==> src/rtl/sw_debounce_sched_if.sv <==
// Event FIFO handshake: the debouncer presents the head event code, the consumer acknowledges to pop it.
// No latency of its own; the consumer applies backpressure by holding EVT_ACK low.
interface sw_debounce_sched_if;
    logic       EVT_VALID;
    logic [2:0] EVT_CODE;
    logic       EVT_ACK;

    modport master (output EVT_VALID, output EVT_CODE, input EVT_ACK);
    modport slave  (input EVT_VALID, input EVT_CODE, output EVT_ACK);
endinterface

==> src/rtl/sw_debounce_sched.sv <==
// Four-switch debouncer: one comparator is time-shared over a scan that runs once per TICK. Each accepted level change is queued in a 4-entry event FIFO.
// SW_OUT[i] updates at TICK cycle + 2 + i. Events are held until EVT_ACK; a push into a full FIFO is dropped and sets OVERFLOW.
module sw_debounce_sched #(
    parameter int TICK_DIV   = 500000,
    parameter int STABLE_CNT = 3
) (
    input  logic                       CLK,
    input  logic                       RESET,
    input  logic [3:0]                 SW_IN,
    output logic [3:0]                 SW_OUT,
    output logic [3:0]                 PRESS,
    output logic                       OVERFLOW,
    output logic                       TICK,
    sw_debounce_sched_if.master        evt
);

    localparam int              PW        = $clog2(TICK_DIV);
    localparam logic [PW-1:0]   PRESC_MAX = PW'(TICK_DIV - 1);
    localparam logic [1:0]      CNT_LAST  = 2'(STABLE_CNT - 1);

    typedef enum logic [2:0] {IDLE, SCAN0, SCAN1, SCAN2, SCAN3} state_t;

    logic [PW-1:0]   presc;
    logic [3:0]      sync1, sync2;
    state_t          state, state_nxt;
    logic            scan_en;
    logic [1:0]      scan_idx;
    logic [3:0][1:0] cnt;
    logic [1:0]      cnt_cur;
    logic            samp, differ, accept;

    logic [3:0][2:0] mem;
    logic [1:0]      wr_ptr, rd_ptr;
    logic [2:0]      count;
    logic            evt_valid, push, pop, full, push_ok;

    always_ff @(posedge CLK or posedge RESET) begin
        if (RESET)
            presc <= '0;
        else if (presc == PRESC_MAX)
            presc <= '0;
        else
            presc <= presc + PW'(1);
    end

    assign TICK = (presc == PRESC_MAX);

    always_ff @(posedge CLK or posedge RESET) begin
        if (RESET) begin
            sync1 <= '0;
            sync2 <= '0;
        end else begin
            sync1 <= SW_IN;
            sync2 <= sync1;
        end
    end

    always_ff @(posedge CLK or posedge RESET) begin
        if (RESET)
            state <= IDLE;
        else
            state <= state_nxt;
    end

    always_comb begin
        state_nxt = state;
        scan_en   = 1'b0;
        scan_idx  = 2'd0;
        case (state)
            IDLE:    if (TICK) state_nxt = SCAN0;
            SCAN0:   begin state_nxt = SCAN1; scan_en = 1'b1; scan_idx = 2'd0; end
            SCAN1:   begin state_nxt = SCAN2; scan_en = 1'b1; scan_idx = 2'd1; end
            SCAN2:   begin state_nxt = SCAN3; scan_en = 1'b1; scan_idx = 2'd2; end
            SCAN3:   begin state_nxt = IDLE;  scan_en = 1'b1; scan_idx = 2'd3; end
            default: state_nxt = IDLE;
        endcase
    end

    // Single comparator, steered to the switch selected by the scan state
    assign samp    = sync2[scan_idx];
    assign cnt_cur = cnt[scan_idx];
    assign differ  = scan_en && (samp != SW_OUT[scan_idx]);
    assign accept  = differ && (cnt_cur == CNT_LAST);

    always_ff @(posedge CLK or posedge RESET) begin
        if (RESET) begin
            cnt    <= '0;
            SW_OUT <= '0;
            PRESS  <= '0;
        end else begin
            PRESS <= '0;
            if (scan_en) begin
                if (!differ || accept)
                    cnt[scan_idx] <= 2'd0;
                else
                    cnt[scan_idx] <= cnt_cur + 2'd1;
                if (accept) begin
                    SW_OUT[scan_idx] <= samp;
                    PRESS[scan_idx]  <= samp;
                end
            end
        end
    end

    assign evt_valid = (count != 3'd0);
    assign full      = (count == 3'd4);
    assign push      = accept;
    assign pop       = evt_valid && evt.EVT_ACK;
    // A pop in the same cycle frees the slot, so a full FIFO can still accept
    assign push_ok   = push && (!full || pop);

    always_ff @(posedge CLK or posedge RESET) begin
        if (RESET) begin
            mem      <= '0;
            wr_ptr   <= '0;
            rd_ptr   <= '0;
            count    <= '0;
            OVERFLOW <= 1'b0;
        end else begin
            if (push_ok) begin
                mem[wr_ptr] <= {samp, scan_idx};
                wr_ptr      <= wr_ptr + 2'd1;
            end
            if (pop)
                rd_ptr <= rd_ptr + 2'd1;
            if (push && full && !pop)
                OVERFLOW <= 1'b1;
            case ({push_ok, pop})
                2'b10:   count <= count + 3'd1;
                2'b01:   count <= count - 3'd1;
                default: count <= count;
            endcase
        end
    end

    assign evt.EVT_VALID = evt_valid;
    assign evt.EVT_CODE  = evt_valid ? mem[rd_ptr] : 3'd0;

endmodule
==> src/flat_wrapper.sv <==
// flat-port wrapper written by rule: the top's interface ports become plain ports
module sw_debounce_sched_flat 
#(
    parameter int TICK_DIV   = 500000,
    parameter int STABLE_CNT = 3
)
  (CLK, RESET, SW_IN, SW_OUT, PRESS, OVERFLOW, TICK, evt_EVT_VALID, evt_EVT_CODE, evt_EVT_ACK);
  sw_debounce_sched_if evt_i ();
  input  logic CLK;
  input  logic RESET;
  input  logic [3:0] SW_IN;
  output logic [3:0] SW_OUT;
  output logic [3:0] PRESS;
  output logic OVERFLOW;
  output logic TICK;
  output wire logic [$bits(evt_i.EVT_VALID)-1:0] evt_EVT_VALID;
  output wire logic [$bits(evt_i.EVT_CODE)-1:0] evt_EVT_CODE;
  input wire logic [$bits(evt_i.EVT_ACK)-1:0] evt_EVT_ACK;
  assign evt_EVT_VALID = evt_i.EVT_VALID;
  assign evt_EVT_CODE = evt_i.EVT_CODE;
  assign evt_i.EVT_ACK = evt_EVT_ACK;
  sw_debounce_sched #(.TICK_DIV(TICK_DIV), .STABLE_CNT(STABLE_CNT)) u_core (.CLK(CLK), .RESET(RESET), .SW_IN(SW_IN), .SW_OUT(SW_OUT), .PRESS(PRESS), .OVERFLOW(OVERFLOW), .TICK(TICK), .evt(evt_i));
endmodule
==> config.mk <==
export PLATFORM = sky130hd
export DESIGN_NAME = sw_debounce_sched_flat
export DESIGN_NICKNAME = d
export VERILOG_FILES = /design/src/rtl/sw_debounce_sched_if.sv /design/src/rtl/sw_debounce_sched.sv /design/src/flat_wrapper.sv
export SDC_FILE = /design/constraint.sdc
export NUM_CORES = 1
export LEC_CHECK = 0
export BUFFER_PORTS_ARGS = -buffer_cell sky130_fd_sc_hd__buf_4
export CAP_MARGIN = 20
export CELL_PAD_IN_SITES_DETAIL_PLACEMENT = 1
export CELL_PAD_IN_SITES_GLOBAL_PLACEMENT = 2
export CORE_AREA = 2 2 97 99
export DETAILED_ROUTE_END_ITERATION = 16
export DIE_AREA = 0 0 99 101
export PLACE_DENSITY_LB_ADDON = 0.08
export RECOVER_POWER = 50
export SYNTH_ARGS = -nofsm -noshare
export SYNTH_HDL_FRONTEND = slang
export SYNTH_SLANG_ARGS = --single-unit
export TNS_END_PERCENT = 20
==> constraint.sdc <==
create_clock -name CLK -period 2.9 [get_ports CLK]
set_input_delay 0.145 -clock CLK [delete_from_list [all_inputs] [get_ports CLK]]
set_output_delay 0.145 -clock CLK [all_outputs]
set_load 0.05 [all_outputs]
==> out/qor.csv <==
metric,value,unit
Antenna Cells,0,
Fin Setup TNS,0,ns
Place WS,0.1653,ns
Syn Area/Cell,11.36,um^2
Synth async-reset ratio,1.000,
Yosys top cell area share,0.5249,
Mapped Area,3147,um^2
"EDFF count, synth",0,
synth unique cells,55,
CTS tree,yes,
I/O Pins,21,
First-pass DRT Iterations,4,
TritonCTS buffer count,9,
number of buffers added on ports,20,
vias per cell,4.993,
run status,finished clean,
met3 Track Usage GR,0.03398,
Core Region,8977,um^2
Cells after Synth,277,
WL/cell,15.91,um
static leakage,1.702,nW
setup violators final,0,
Synth Warn #,0,
largest net degree at the start of global routing,29,
routability cong.,0.8624,
Initial Util,0.3505,
chip width,99,um
ranking of synthesized cells by area,"dfrtp_1, xor2_1, mux2_2, nor2_1, ha_1",
Power Dens Cells,525.7,nW/um^2
r2r setup slk,0.22,ns
die height,101,um
CP max stage delay,0.45,ns
Setup Skew,0.01125,ns
Worst Setup Start Kind,flip-flop,
Max H-tree Level,3,
vias in the first global route,2323,
final hold slack,0.1958,ns
Critical-path top delay cell,dfrtp_2,
FMAX,373.0,MHz
Worst Min Path Start,evt_EVT_ACK,
Rows,35,
ratio of cells with drive above 1 in the final layout,0.2305,
Final period util,0.9245,
maximum vdd drop,0.0001809,V
HPWL Detailed,4988,um
worst r2r src,u_core.state[1]$_DFFE_PP0P_,
CTS sink cnt,66,
Hold Path Depth,3,
CTS root buf,clkbuf_8,
ys flop type,dfrtp_1,
grt ovf,0,
Tot Pwr,0.001940,W
DRT iter0 DRCs,49,
CP Capture Type,flip-flop,
WS Path Type,flip-flop to flip-flop,
Reg2Reg Depth,10,
top-count cell post-synth,dfrtp_1,
Slew headroom,0.3004,
syn_nets,292,
worst hold-check path type,input port to flip-flop,
#FFs+latches synth,66,
Post-route DRC,0,
synth cell count leaders,"dfrtp_1, nor2_1, nand2_1",
critical-path cell list,buf_4 -> xnor2_1 -> a211o_1 -> a211o_4 -> a21oi_2 -> inv_1 -> ha_1 -> inv_1 -> fa_1 -> mux2i_1,
Die ar.,9999,um^2
global routing usage on met2,0.2464,
"Worst Setup Slack, final",0.2188,ns
Worst-path clk slew,0.08,ns
signal arrival time at the worst endpoint,2.95,ns
most used cell along the critical path,inv_1,
CP max FO,14,
pins over their slew limit,0,
Tot GR Track Use,0.1526,
Fin. Hold Viols,0,
Worst Hold Endpoint,u_core.rd_ptr[0]$_DFFE_PP0P_,
min Tclk post-route,2.681,ns
final WL,6875,um
Layout area overhead,17.26,%
initial antenna violation count,0,
busiest grt layer,met2,
total number of vias,2157,
DRT antenna net count,0,
met1 usage,0.2002,
Worst-Margin Slew,1.048,ns
latest clock arrival within the worst-skew pair,0.34,ns
max-cap violations,0,
Synth area leader,dfrtp_1,
Final nets,331,
"Seq/Total Area, Yosys",0.5249,
worst endpoint required time,3.17,ns
Clock Path Buffers,2,
RR Endpoint,u_core.count[1]$_DFFE_PP0P_,
first-pass GRT wire length,11830,um
[cell usage in the layout, fill, tap and decap left out, types with 3 or more instances in the layout]
master         Yosys  layout
dfrtp_1           66      64
a32o_1             4       4
nand4_1            4       4
a21oi_2            5       5
xnor2_1            9       9
mux2_2            12      12
a31oi_1            3       3
and2_1             4       4
nand3_1           10      10
mux4_2             3       3
inv_1             10      10
buf_4              1      18
clkbuf_8           0      11
clkbuf_4           0       5
nand2_1           22      22
nor3_1             3       3
nand3b_1           5       5
o21ai_0            8       8
dlygate4sd3_1      0       5
o41ai_1            4       4
o22ai_1            3       3
xor2_1            16      16
clkbuf_1           4      11
ha_1               7       6
nor2_1            28      28
[timing repair]
action | in CTS | in global routing
hold buffers | 5 | 0
setup buffers | 0 | 0
setup endpoints to repair | 0 | 2
endpoints found under the hold margin | 30 | 0
gates resized for setup | 0 | 6
[cell type report]
cell class / count / area [um^2]
fillers: 1015 / 5288
clock buffers: 12 / 155.1
clock inverters: 4 / 26.28
flip-flops and latches: 66 / 1654
well taps: 111 / 138.9
inverters: 10 / 37.54
repair buffers: 39 / 265.3
multi-input cells: 190 / 1413
[report_power, final]
group          internal [W]  total (W)  leakage [nW]  switching (W)
Combinational     0.0000961   0.000209         0.741       0.000113
Sequential         0.000964    0.00102         0.869      0.0000514
Clock              0.000356   0.000715        0.0924       0.000359
Total               0.00142    0.00194          1.70       0.000524
[layer usage]
layer  part of all wire  up-vias
li1                   -     1046
met1               0.48     1087
met2               0.49       16
met3              0.022        8
met4              0.013        0
met5                  0        -
[state kept, by name (all words and copies together) (netlist names)]
register and cells:
u_core.mem 12, u_core.wr_ptr 2, u_core.presc 19, u_core.SW_OUT 4, u_core.OVERFLOW 1, u_core.cnt 8, u_core.sync2 4, u_core.count 3
u_core.sync1 4, u_core.state 3, u_core.PRESS 4, u_core.rd_ptr 2
[cells by family after synthesis]
group                      share of synthesized area
buffers and inverters                        0.03220
and+or+nand+nor                               0.1670
adders and majority gates                    0.03419
DFF                                           0.5248
AOI/OAI and AO/OA                             0.1010
xor gates and xnor gates                     0.06958
muxes                                        0.07117
[worst max-delay path: cells and delay by family (launching register included)]
kind                     cells  cell delay (ns)
XOR/XNOR                     1             0.19
flip-flops                   1             0.45
AO/OA/AOI/OAI                3             0.86
buffers and inverters        3             0.33
adder cells (fa/ha/maj)      2             0.63
multiplexers                 1             0.14
[worst max-delay path by stage]
stage | startpoint | cells after the start | end | slack [ns]
global route | u_core.state[2]$_DFFE_PP0P_ | 15 | u_core.count[2]$_DFFE_PP0P_ | -0.02
detailed placement | u_core.state[1]$_DFFE_PP0P_ | 10 | u_core.count[1]$_DFFE_PP0P_ | 0.17
finish | u_core.state[1]$_DFFE_PP0P_ | 10 | u_core.count[1]$_DFFE_PP0P_ | 0.22
global placement | u_core.state[1]$_DFFE_PP0P_ | 12 | u_core.count[2]$_DFFE_PP0P_ | 0.24
CTS | u_core.state[1]$_DFFE_PP0P_ | 10 | u_core.count[1]$_DFFE_PP0P_ | 0.14
floorplan | u_core.state[1]$_DFFE_PP0P_ | 17 | u_core.count[2]$_DFFE_PP0P_ | 0.02
[stage by stage]
step / cell area (um^2) / util / std cells
5_1_grt: 3690 / 0.4110 / 432
2_1_floorplan: 3147 / - / 277
3_3_place_gp: 3483 / 0.3880 / 411
3_5_place_dp: 3483 / 0.3880 / 411
6_report: 3690 / 0.4110 / 432
4_1_cts: 3715 / 0.4138 / 432
Power figures use the tool's default switching activity.
